`config.mk`:
```
export PLATFORM = sky130hd
export DESIGN_NAME = mem_port_arbiter_flat
export DESIGN_NICKNAME = d
export VERILOG_FILES = /design/src/rtl/mem_port_arbiter_if.sv /design/src/rtl/mem_port_arbiter.sv /design/src/flat_wrapper.sv
export SDC_FILE = /design/constraint.sdc
export NUM_CORES = 1
export LEC_CHECK = 0
export ABC_CLOCK_PERIOD_IN_PS = 2300
export BUFFER_PORTS_ARGS = -buffer_cell sky130_fd_sc_hd__buf_2
export CORE_AREA = 3 3 107 109
export DETAILED_ROUTE_END_ITERATION = 8
export DIE_AREA = 0 0 110 112
export HOLD_SLACK_MARGIN = 0.1
export PLACE_DENSITY = 0.54
export SLEW_MARGIN = 40
export SYNTH_ARGS = -nofsm -noshare
export SYNTH_HDL_FRONTEND = slang
export SYNTH_SLANG_ARGS = --single-unit
export TNS_END_PERCENT = 20
```
`constraint.sdc`:
```
create_clock -name clk -period 2.3 [get_ports clk]
set_input_delay 0.46 -clock clk [delete_from_list [all_inputs] [get_ports clk]]
set_output_delay 0.46 -clock clk [all_outputs]
set_load 0.03 [all_outputs]
```
`src/rtl/mem_port_arbiter_if.sv`:
```
// Bundle of the fetch port, data port and memory-side signals of the memory port arbiter.
// The slave modport is the arbiter's view; the master modport is the core/memory view.
interface mem_port_arbiter_if #(
   parameter int AW = 32
);
   logic          if_req;
   logic [AW-1:0] if_addr;
   logic          if_kill;
   logic          if_gnt;
   logic          if_rvalid;
   logic [31:0]   if_rdata;

   logic          dm_req;
   logic          dm_we;
   logic [3:0]    dm_be;
   logic [AW-1:0] dm_addr;
   logic [31:0]   dm_wdata;
   logic          dm_gnt;
   logic          dm_rvalid;
   logic [31:0]   dm_rdata;

   logic          mem_en;
   logic [3:0]    mem_we;
   logic [AW-1:0] mem_addr;
   logic [31:0]   mem_wdata;
   logic [31:0]   mem_rdata;

   modport slave (
      input  if_req, if_addr, if_kill,
      input  dm_req, dm_we, dm_be, dm_addr, dm_wdata,
      input  mem_rdata,
      output if_gnt, if_rvalid, if_rdata,
      output dm_gnt, dm_rvalid, dm_rdata,
      output mem_en, mem_we, mem_addr, mem_wdata
   );

   modport master (
      output if_req, if_addr, if_kill,
      output dm_req, dm_we, dm_be, dm_addr, dm_wdata,
      output mem_rdata,
      input  if_gnt, if_rvalid, if_rdata,
      input  dm_gnt, dm_rvalid, dm_rdata,
      input  mem_en, mem_we, mem_addr, mem_wdata
   );
endinterface

```
`src/rtl/mem_port_arbiter.sv`:
```
// Shares one single-port synchronous memory between the fetch (IF) and load/store (DM) ports:
// fixed data priority with a fetch anti-starvation override, fixed-latency read return.
module mem_port_arbiter #(
   parameter int AW         = 32,
   parameter int MEM_LAT    = 1,
   parameter int STARVE_MAX = 4
) (
   input  logic             clk,
   input  logic             rst,
   mem_port_arbiter_if.slave bus
);

   logic [3:0]         r_starve_cnt;
   logic [MEM_LAT-1:0] r_vld;
   logic [MEM_LAT-1:0] r_own_dm;
   logic [MEM_LAT-1:0] w_vld_next;
   logic [MEM_LAT-1:0] w_own_next;

   logic w_starved;
   logic w_dm_gnt;
   logic w_if_gnt;
   logic w_rd_issue;
   logic w_exit_vld;
   logic w_if_rvalid;
   logic w_dm_rvalid;

   // Grants are gated by rst so every output is quiet while reset is held.
   assign w_starved  = (r_starve_cnt == 4'(STARVE_MAX));
   assign w_dm_gnt   = ~rst & bus.dm_req & ~(bus.if_req & w_starved);
   assign w_if_gnt   = ~rst & bus.if_req & ~w_dm_gnt;
   assign w_rd_issue = w_if_gnt | (w_dm_gnt & ~bus.dm_we);

   assign bus.if_gnt = w_if_gnt;
   assign bus.dm_gnt = w_dm_gnt;

   always_comb begin
      bus.mem_en    = w_if_gnt | w_dm_gnt;
      bus.mem_we    = 4'b0000;
      bus.mem_addr  = '0;
      bus.mem_wdata = '0;
      if (w_dm_gnt) begin
         bus.mem_we    = bus.dm_we ? bus.dm_be : 4'b0000;
         bus.mem_addr  = bus.dm_addr;
         bus.mem_wdata = bus.dm_wdata;
      end else if (w_if_gnt) begin
         bus.mem_addr  = bus.if_addr;
      end
   end

   // Read tracker: stage 0 takes the read granted this cycle (never killed, it is the
   // redirected fetch); later stages drop IF-owned entries when a kill is seen.
   generate
      for (genvar gi = 0; gi < MEM_LAT; gi++) begin : g_stage
         if (gi == 0) begin : g_head
            assign w_vld_next[gi] = w_rd_issue;
            assign w_own_next[gi] = w_dm_gnt;
         end else begin : g_body
            assign w_vld_next[gi] = r_vld[gi-1] & ~(bus.if_kill & ~r_own_dm[gi-1]);
            assign w_own_next[gi] = r_own_dm[gi-1];
         end
      end
   endgenerate

   always_ff @(posedge clk or posedge rst) begin
      if (rst) begin
         r_vld    <= '0;
         r_own_dm <= '0;
      end else begin
         r_vld    <= w_vld_next;
         r_own_dm <= w_own_next;
      end
   end

   always_ff @(posedge clk or posedge rst) begin
      if (rst) begin
         r_starve_cnt <= 4'd0;
      end else if (~bus.if_req | w_if_gnt) begin
         r_starve_cnt <= 4'd0;
      end else if (!w_starved) begin
         r_starve_cnt <= r_starve_cnt + 4'd1;
      end
   end

   // A fetch exiting in the kill cycle is stale, so its pulse is suppressed too.
   assign w_exit_vld  = r_vld[MEM_LAT-1] & ~rst;
   assign w_if_rvalid = w_exit_vld & ~r_own_dm[MEM_LAT-1] & ~bus.if_kill;
   assign w_dm_rvalid = w_exit_vld &  r_own_dm[MEM_LAT-1];

   assign bus.if_rvalid = w_if_rvalid;
   assign bus.dm_rvalid = w_dm_rvalid;
   assign bus.if_rdata  = w_if_rvalid ? bus.mem_rdata : 32'd0;
   assign bus.dm_rdata  = w_dm_rvalid ? bus.mem_rdata : 32'd0;

endmodule

```
`src/flat_wrapper.sv`:
```
// flat-port wrapper written by rule: the top's interface ports become plain ports
module mem_port_arbiter_flat 
#(
   parameter int AW         = 32,
   parameter int MEM_LAT    = 1,
   parameter int STARVE_MAX = 4
)
  (clk, rst, bus_if_req, bus_if_addr, bus_if_kill, bus_dm_req, bus_dm_we, bus_dm_be, bus_dm_addr, bus_dm_wdata, bus_mem_rdata, bus_if_gnt, bus_if_rvalid, bus_if_rdata, bus_dm_gnt, bus_dm_rvalid, bus_dm_rdata, bus_mem_en, bus_mem_we, bus_mem_addr, bus_mem_wdata);
  mem_port_arbiter_if #(.AW(AW)) bus_i ();
  input  logic clk;
  input  logic rst;
  input wire logic [$bits(bus_i.if_req)-1:0] bus_if_req;
  input wire logic [$bits(bus_i.if_addr)-1:0] bus_if_addr;
  input wire logic [$bits(bus_i.if_kill)-1:0] bus_if_kill;
  input wire logic [$bits(bus_i.dm_req)-1:0] bus_dm_req;
  input wire logic [$bits(bus_i.dm_we)-1:0] bus_dm_we;
  input wire logic [$bits(bus_i.dm_be)-1:0] bus_dm_be;
  input wire logic [$bits(bus_i.dm_addr)-1:0] bus_dm_addr;
  input wire logic [$bits(bus_i.dm_wdata)-1:0] bus_dm_wdata;
  input wire logic [$bits(bus_i.mem_rdata)-1:0] bus_mem_rdata;
  output wire logic [$bits(bus_i.if_gnt)-1:0] bus_if_gnt;
  output wire logic [$bits(bus_i.if_rvalid)-1:0] bus_if_rvalid;
  output wire logic [$bits(bus_i.if_rdata)-1:0] bus_if_rdata;
  output wire logic [$bits(bus_i.dm_gnt)-1:0] bus_dm_gnt;
  output wire logic [$bits(bus_i.dm_rvalid)-1:0] bus_dm_rvalid;
  output wire logic [$bits(bus_i.dm_rdata)-1:0] bus_dm_rdata;
  output wire logic [$bits(bus_i.mem_en)-1:0] bus_mem_en;
  output wire logic [$bits(bus_i.mem_we)-1:0] bus_mem_we;
  output wire logic [$bits(bus_i.mem_addr)-1:0] bus_mem_addr;
  output wire logic [$bits(bus_i.mem_wdata)-1:0] bus_mem_wdata;
  assign bus_i.if_req = bus_if_req;
  assign bus_i.if_addr = bus_if_addr;
  assign bus_i.if_kill = bus_if_kill;
  assign bus_i.dm_req = bus_dm_req;
  assign bus_i.dm_we = bus_dm_we;
  assign bus_i.dm_be = bus_dm_be;
  assign bus_i.dm_addr = bus_dm_addr;
  assign bus_i.dm_wdata = bus_dm_wdata;
  assign bus_i.mem_rdata = bus_mem_rdata;
  assign bus_if_gnt = bus_i.if_gnt;
  assign bus_if_rvalid = bus_i.if_rvalid;
  assign bus_if_rdata = bus_i.if_rdata;
  assign bus_dm_gnt = bus_i.dm_gnt;
  assign bus_dm_rvalid = bus_i.dm_rvalid;
  assign bus_dm_rdata = bus_i.dm_rdata;
  assign bus_mem_en = bus_i.mem_en;
  assign bus_mem_we = bus_i.mem_we;
  assign bus_mem_addr = bus_i.mem_addr;
  assign bus_mem_wdata = bus_i.mem_wdata;
  mem_port_arbiter #(.AW(AW), .MEM_LAT(MEM_LAT), .STARVE_MAX(STARVE_MAX)) u_core (.clk(clk), .rst(rst), .bus(bus_i));
endmodule
```
After elaboration in Yosys (flattened, before gate mapping)
Cells that the tools add are included.

cells by class
  add/subtract/negate cells = 1
  eq/ne operators = 2
  multiplexer cells = 9
  bitwise logic cells = 20

operators by type and width
  cell                                            number
  two-way mux 32 bit                              5
  two-way mux 4 bit                               4
  AND 1 bit                                       10
  inverter 1 bit                                  7
  adder 4 x 1 -> 4 bit (second input constant)    1
  == test 4 x 3 -> 1 bit (second input constant)  1
  bitwise OR 1 bit                                3
  != test 2 bit (second input constant)           1

storage, ports and cells
  flip-flop bits (word level) = 6
  bits of input ports = 138
  output and inout port bits = 137
  word-level logic and storage cells = 35

Logic depth before layout (Yosys ltp)
  depth in word-level cells = 8
  mapped depth = 7
  depth with buffers taken out = 5

Least setup slack after synthesis
Ideal clock, no wire load.

  path kind = input port to output port
  start = in rst
  end = out bus_dm_rdata[22]
  data arrival time = 1.642 ns
  path slack = 0.198 ns
  stages on the path = 5
  path buffers = 2
  cells stage by stage = buf_2 > inv_1 > and3_1 > buf_2 > and2_1

on the way
  word-level cells in the longest chain between the ends = 4

RTL lines
  element             line                    RTL
  start: declaration  flat_wrapper.sv:11      input logic rst;
  inverter 1 bit      mem_port_arbiter.sv:85  assign w_exit_vld = r_vld[MEM_LAT-1] & ~rst;
  AND 1 bit           mem_port_arbiter.sv:85
  AND 1 bit           mem_port_arbiter.sv:87  assign w_dm_rvalid = w_exit_vld & r_own_dm[MEM_LAT-1];
  via bus_dm_rvalid   flat_wrapper.sv:25      output wire logic [$bits(bus_i.dm_rvalid)-1:0] bus_dm_rvalid;
  two-way mux 32 bit  mem_port_arbiter.sv:92  assign bus.dm_rdata = w_dm_rvalid ? bus.mem_rdata : 32'd0;
  end: declaration    flat_wrapper.sv:26      output wire logic [$bits(bus_i.dm_rdata)-1:0] bus_dm_rdata;

The timed path passes the listed nets, and every way through them passes these cells.

Final worst setup path
  start = reg u_core.r_starve_cnt[1]
  end = out bus_mem_addr[16]

on the way
  word-level cells in the longest chain between the ends = 8

RTL lines
  element                   line                    RTL
  start: declaration        mem_port_arbiter.sv:13  logic [3:0] r_starve_cnt;
  start signal: assignment  mem_port_arbiter.sv:80  r_starve_cnt <= r_starve_cnt + 4'd1;
  == test 4 x 3 -> 1 bit *  mem_port_arbiter.sv:28  assign w_starved = (r_starve_cnt == 4'(STARVE_MAX));
  AND 1 bit *               mem_port_arbiter.sv:29  assign w_dm_gnt = ~rst & bus.dm_req & ~(bus.if_req & w_starved);
  inverter 1 bit *          mem_port_arbiter.sv:29
  AND 1 bit *               mem_port_arbiter.sv:29
  inverter 1 bit            mem_port_arbiter.sv:30  assign w_if_gnt = ~rst & bus.if_req & ~w_dm_gnt;
  AND 1 bit                 mem_port_arbiter.sv:30
  two-way mux 32 bit        mem_port_arbiter.sv:45  end else if (w_if_gnt) begin
  two-way mux 32 bit *      mem_port_arbiter.sv:41  if (w_dm_gnt) begin
  end: declaration          flat_wrapper.sv:29      output wire logic [$bits(bus_i.mem_addr)-1:0] bus_mem_addr;

Mark *: on every way between the ends. The rest lies on a longest branch, timed or not.

==> metrics.md <==
| Metric | Value |
|---|---|
| Clk Latency, worst-skew pair | `0.23 ns` |
| Synth area leaders | `and2_1, a22o_1, dfrtp_1, a22o_2, buf_6` |
| DIE AREA | `12300 um2` |
| Clk_skew | `0.00728 ns` |
| Normalized max-slew margin | `0.780` |
| Post-Route Utilization | `0.308` |
| Clock Pin Slew Worst Setup and Hold Paths | `0.03 ns` |
| Violated checks | `setup timing` |
| Syn nets | `322` |
| Die Wd | `110 um` |
| Worst min-delay path class | `in2async` |
| Fin. max-slew vios | `0` |
| Distinct cells, synth | `26` |
| Fmax | `432 MHz` |
| Worst Tran Pin Value | `0.327 ns` |
| CTS root buf | `clkbuf_8` |
| CP Cell Sequence | `inv_2 -> ha_4 -> nand3b_4 -> a211oi_4 -> buf_6 -> buf_16 -> a22o_1 -> buf_6` |
| Max H-tree Level | `1` |
| Largest net degree at the start of global routing | `57` |
| Worst path slowest cell | `dfrtp_1` |
| Die Y | `112 um` |
| Status | `finished with violations` |
| Worst VDD drop | `107 uV` |
| Initial DRC Count | `47` |
| Number of diodes | `0` |
| Maxcap violations | `0` |
| Lkg Pwr | `2.03 nW` |
| CP endpoint kind | `output port` |
| Final worst path period share | `1.01` |
| Io pins | `275` |
| Syn Area/Cell | `7.80 um2` |
| CP required | `1.84 ns` |
| Startpoint Class | `flop` |
| Starting density of the core | `0.133` |
| IO Port Bufs | `274` |
| Yosys warnings | `0` |
| Via density | `4.04` |
| Final hold vios | `0` |
| Design area | `3290 um2` |
| Wire per inst | `13.0 um` |
| Num rows | `38` |
| Longest Clk Path Bufs | `2` |
| CTS Hold Buffers Added | `0` |
| Power Density | `264 nW/um2` |
| Worst reg2reg path depth | `7` |
| Asr flop ratio synth | `1.00` |
| Yosys reg bits | `6` |
| Total CTS buffers | `3` |
| Via Count | `2413` |
| Final Worst Setup Slack | `-0.0126 ns` |
| First-pass GRT wire length | `10.8 mm` |
| Mapped Area | `1420 um2` |
| GPL Wtd Cong | `0.792` |
| Setup-failing EPs final | `7` |
| Layout cells sized above 1 | `0.683` |
| Number of synthesized flops with an enable pin | `0` |
| Setup crit start | `u_core.r_starve_cnt[1]` |
| Grt total ovfl | `0` |
| Post-synth top flop | `dfrtp_1` |
| Seq/Total Area, Yosys | `0.106` |
| # DRC | `0` |
| Top-area cell type share of the netlist area | `0.423` |
| CTS tree | `built` |
| 1st-pass router iterations | `4` |
| RSZ-0062 raised after global routing | `yes` |
| Clk sink count | `6` |
| Commonest non-fill, non-tap cell in the layout | `buf_2` |
| Final ANT Viol Nets | `0` |
| Area leader, netlist | `and2_1` |
| Placed cell areas | `2920 um2` |
| Most used cell, CP | `buf_6` |
| CP Class | `reg2out` |
| Routed WL | `7.75 mm` |
| Initial antenna violation count | `0` |
| GRT Util Overall | `0.108` |
| Core area | `10700 um2` |
| Synth Instances | `182` |
| Reg-to-Reg Start | `u_core.r_starve_cnt[1]` |
| CP peak stage delay | `0.39 ns` |
| Vias in the first global route | `2264` |
| HPWL after DPL | `6.35 mm` |
| Crit Path Max Fanout | `8` |
| Final nets | `600` |
| Tmin final | `2.31 ns` |
| Most frequent cells in the layout | `buf_2, and2_1, buf_6` |
| Area grow syn2layout | `132%` |
| WP data arrival | `1.85 ns` |
[metrics by stage]
step | setup TNS (ns) | setup slack, ns | total power, mW | hold WS, ns | std cells
after floorplan | 0 | 0.198 | 0.418 | 0.443 | 182
after global placement | 0 | 0.172 | 0.623 | 0.430 | 585
after detailed placement | 0 | 0.132 | 0.627 | 0.430 | 585
after CTS | 0 | 0.00793 | 0.833 | 0.206 | 592
after global routing | -1.08 | -0.0777 | 0.915 | 0.225 | 598
final | -0.0326 | -0.0126 | 0.869 | 0.205 | 598
[cells in the mapped netlist (2+ instances only)]
cell and number:
a22o_1 20, a22o_2 12, and2_1 96, and3_1 5
buf_2 3, buf_6 9, clkbuf_1 4, clkbuf_2 2
dfrtp_1 6, ha_1 2, inv_1 4, nand3_1 3
nor2_1 2, o21ai_0 2
[area by class of cell]
type | count | area [um2]
repair buffers | 291 | 1770
clock buffers | 3 | 41.3
flip-flops and latches | 6 | 150
well taps | 140 | 175
fillers | 1142 | 7400
multi-input cells | 154 | 1140
inverters | 4 | 15.0
[flip-flops by register name, summed over array words and instances, names as in the netlist]
| name | flops |
|---|---|
| u_core.r_vld | 1 |
| u_core.r_starve_cnt | 4 |
| u_core.r_own_dm | 1 |
[cells by family after synthesis]
family / Yosys count / share of synthesized area
buf+inv: 22 / 0.110
flops: 6 / 0.106
fa+ha+maj: 2 / 0.0176
xor+xnor: 1 / 0.00617
simple gates: 111 / 0.502
compound gates: 40 / 0.258
[critical path: cells and delay by family (launching register included)]
family	cells	cell delay, ns
buffers and inverters	4	0.51
AND/OR/NAND/NOR	1	0.11
AO/OA/AOI/OAI	2	0.46
adder cells (fa/ha/maj)	1	0.15
flip-flops	1	0.39
[where the power goes]
part,internal (mW),switching [mW]
Clock,0.113,0.0492
Combinational,0.268,0.322
Sequential,0.112,0.00468
Total,0.493,0.376
[final timing paths]
path / end / slack (ns)
worst min register to register: u_core.r_starve_cnt[2] / 0.58
max in group asynchronous: u_core.r_own_dm / 1.81
worst max-delay path: bus_mem_addr[16] / -0.01
worst min-delay path: u_core.r_vld / 0.21
worst max register to register: u_core.r_starve_cnt[2] / 0.75
min in group clk: u_core.r_vld / 0.53
[what timing repair did]
item,4_1_cts,5_1_grt
pin swaps,2,14
resized for setup,39,37
setup endpoints to repair,68,61
setup buffers,3,6
cloned,1,1
[layer usage]
layer | vias to the layer above | routed length, um | track usage
met3 | 12 | 863 | 0.0162
met5 | - | 0 | 0
met1 | 1059 | 2620 | 0.105
met4 | 0 | 154 | 0.0308
li1 | 1169 | - | -
met2 | 173 | 4110 | 0.223
Note: power is estimated with default switching activity, not from simulation.
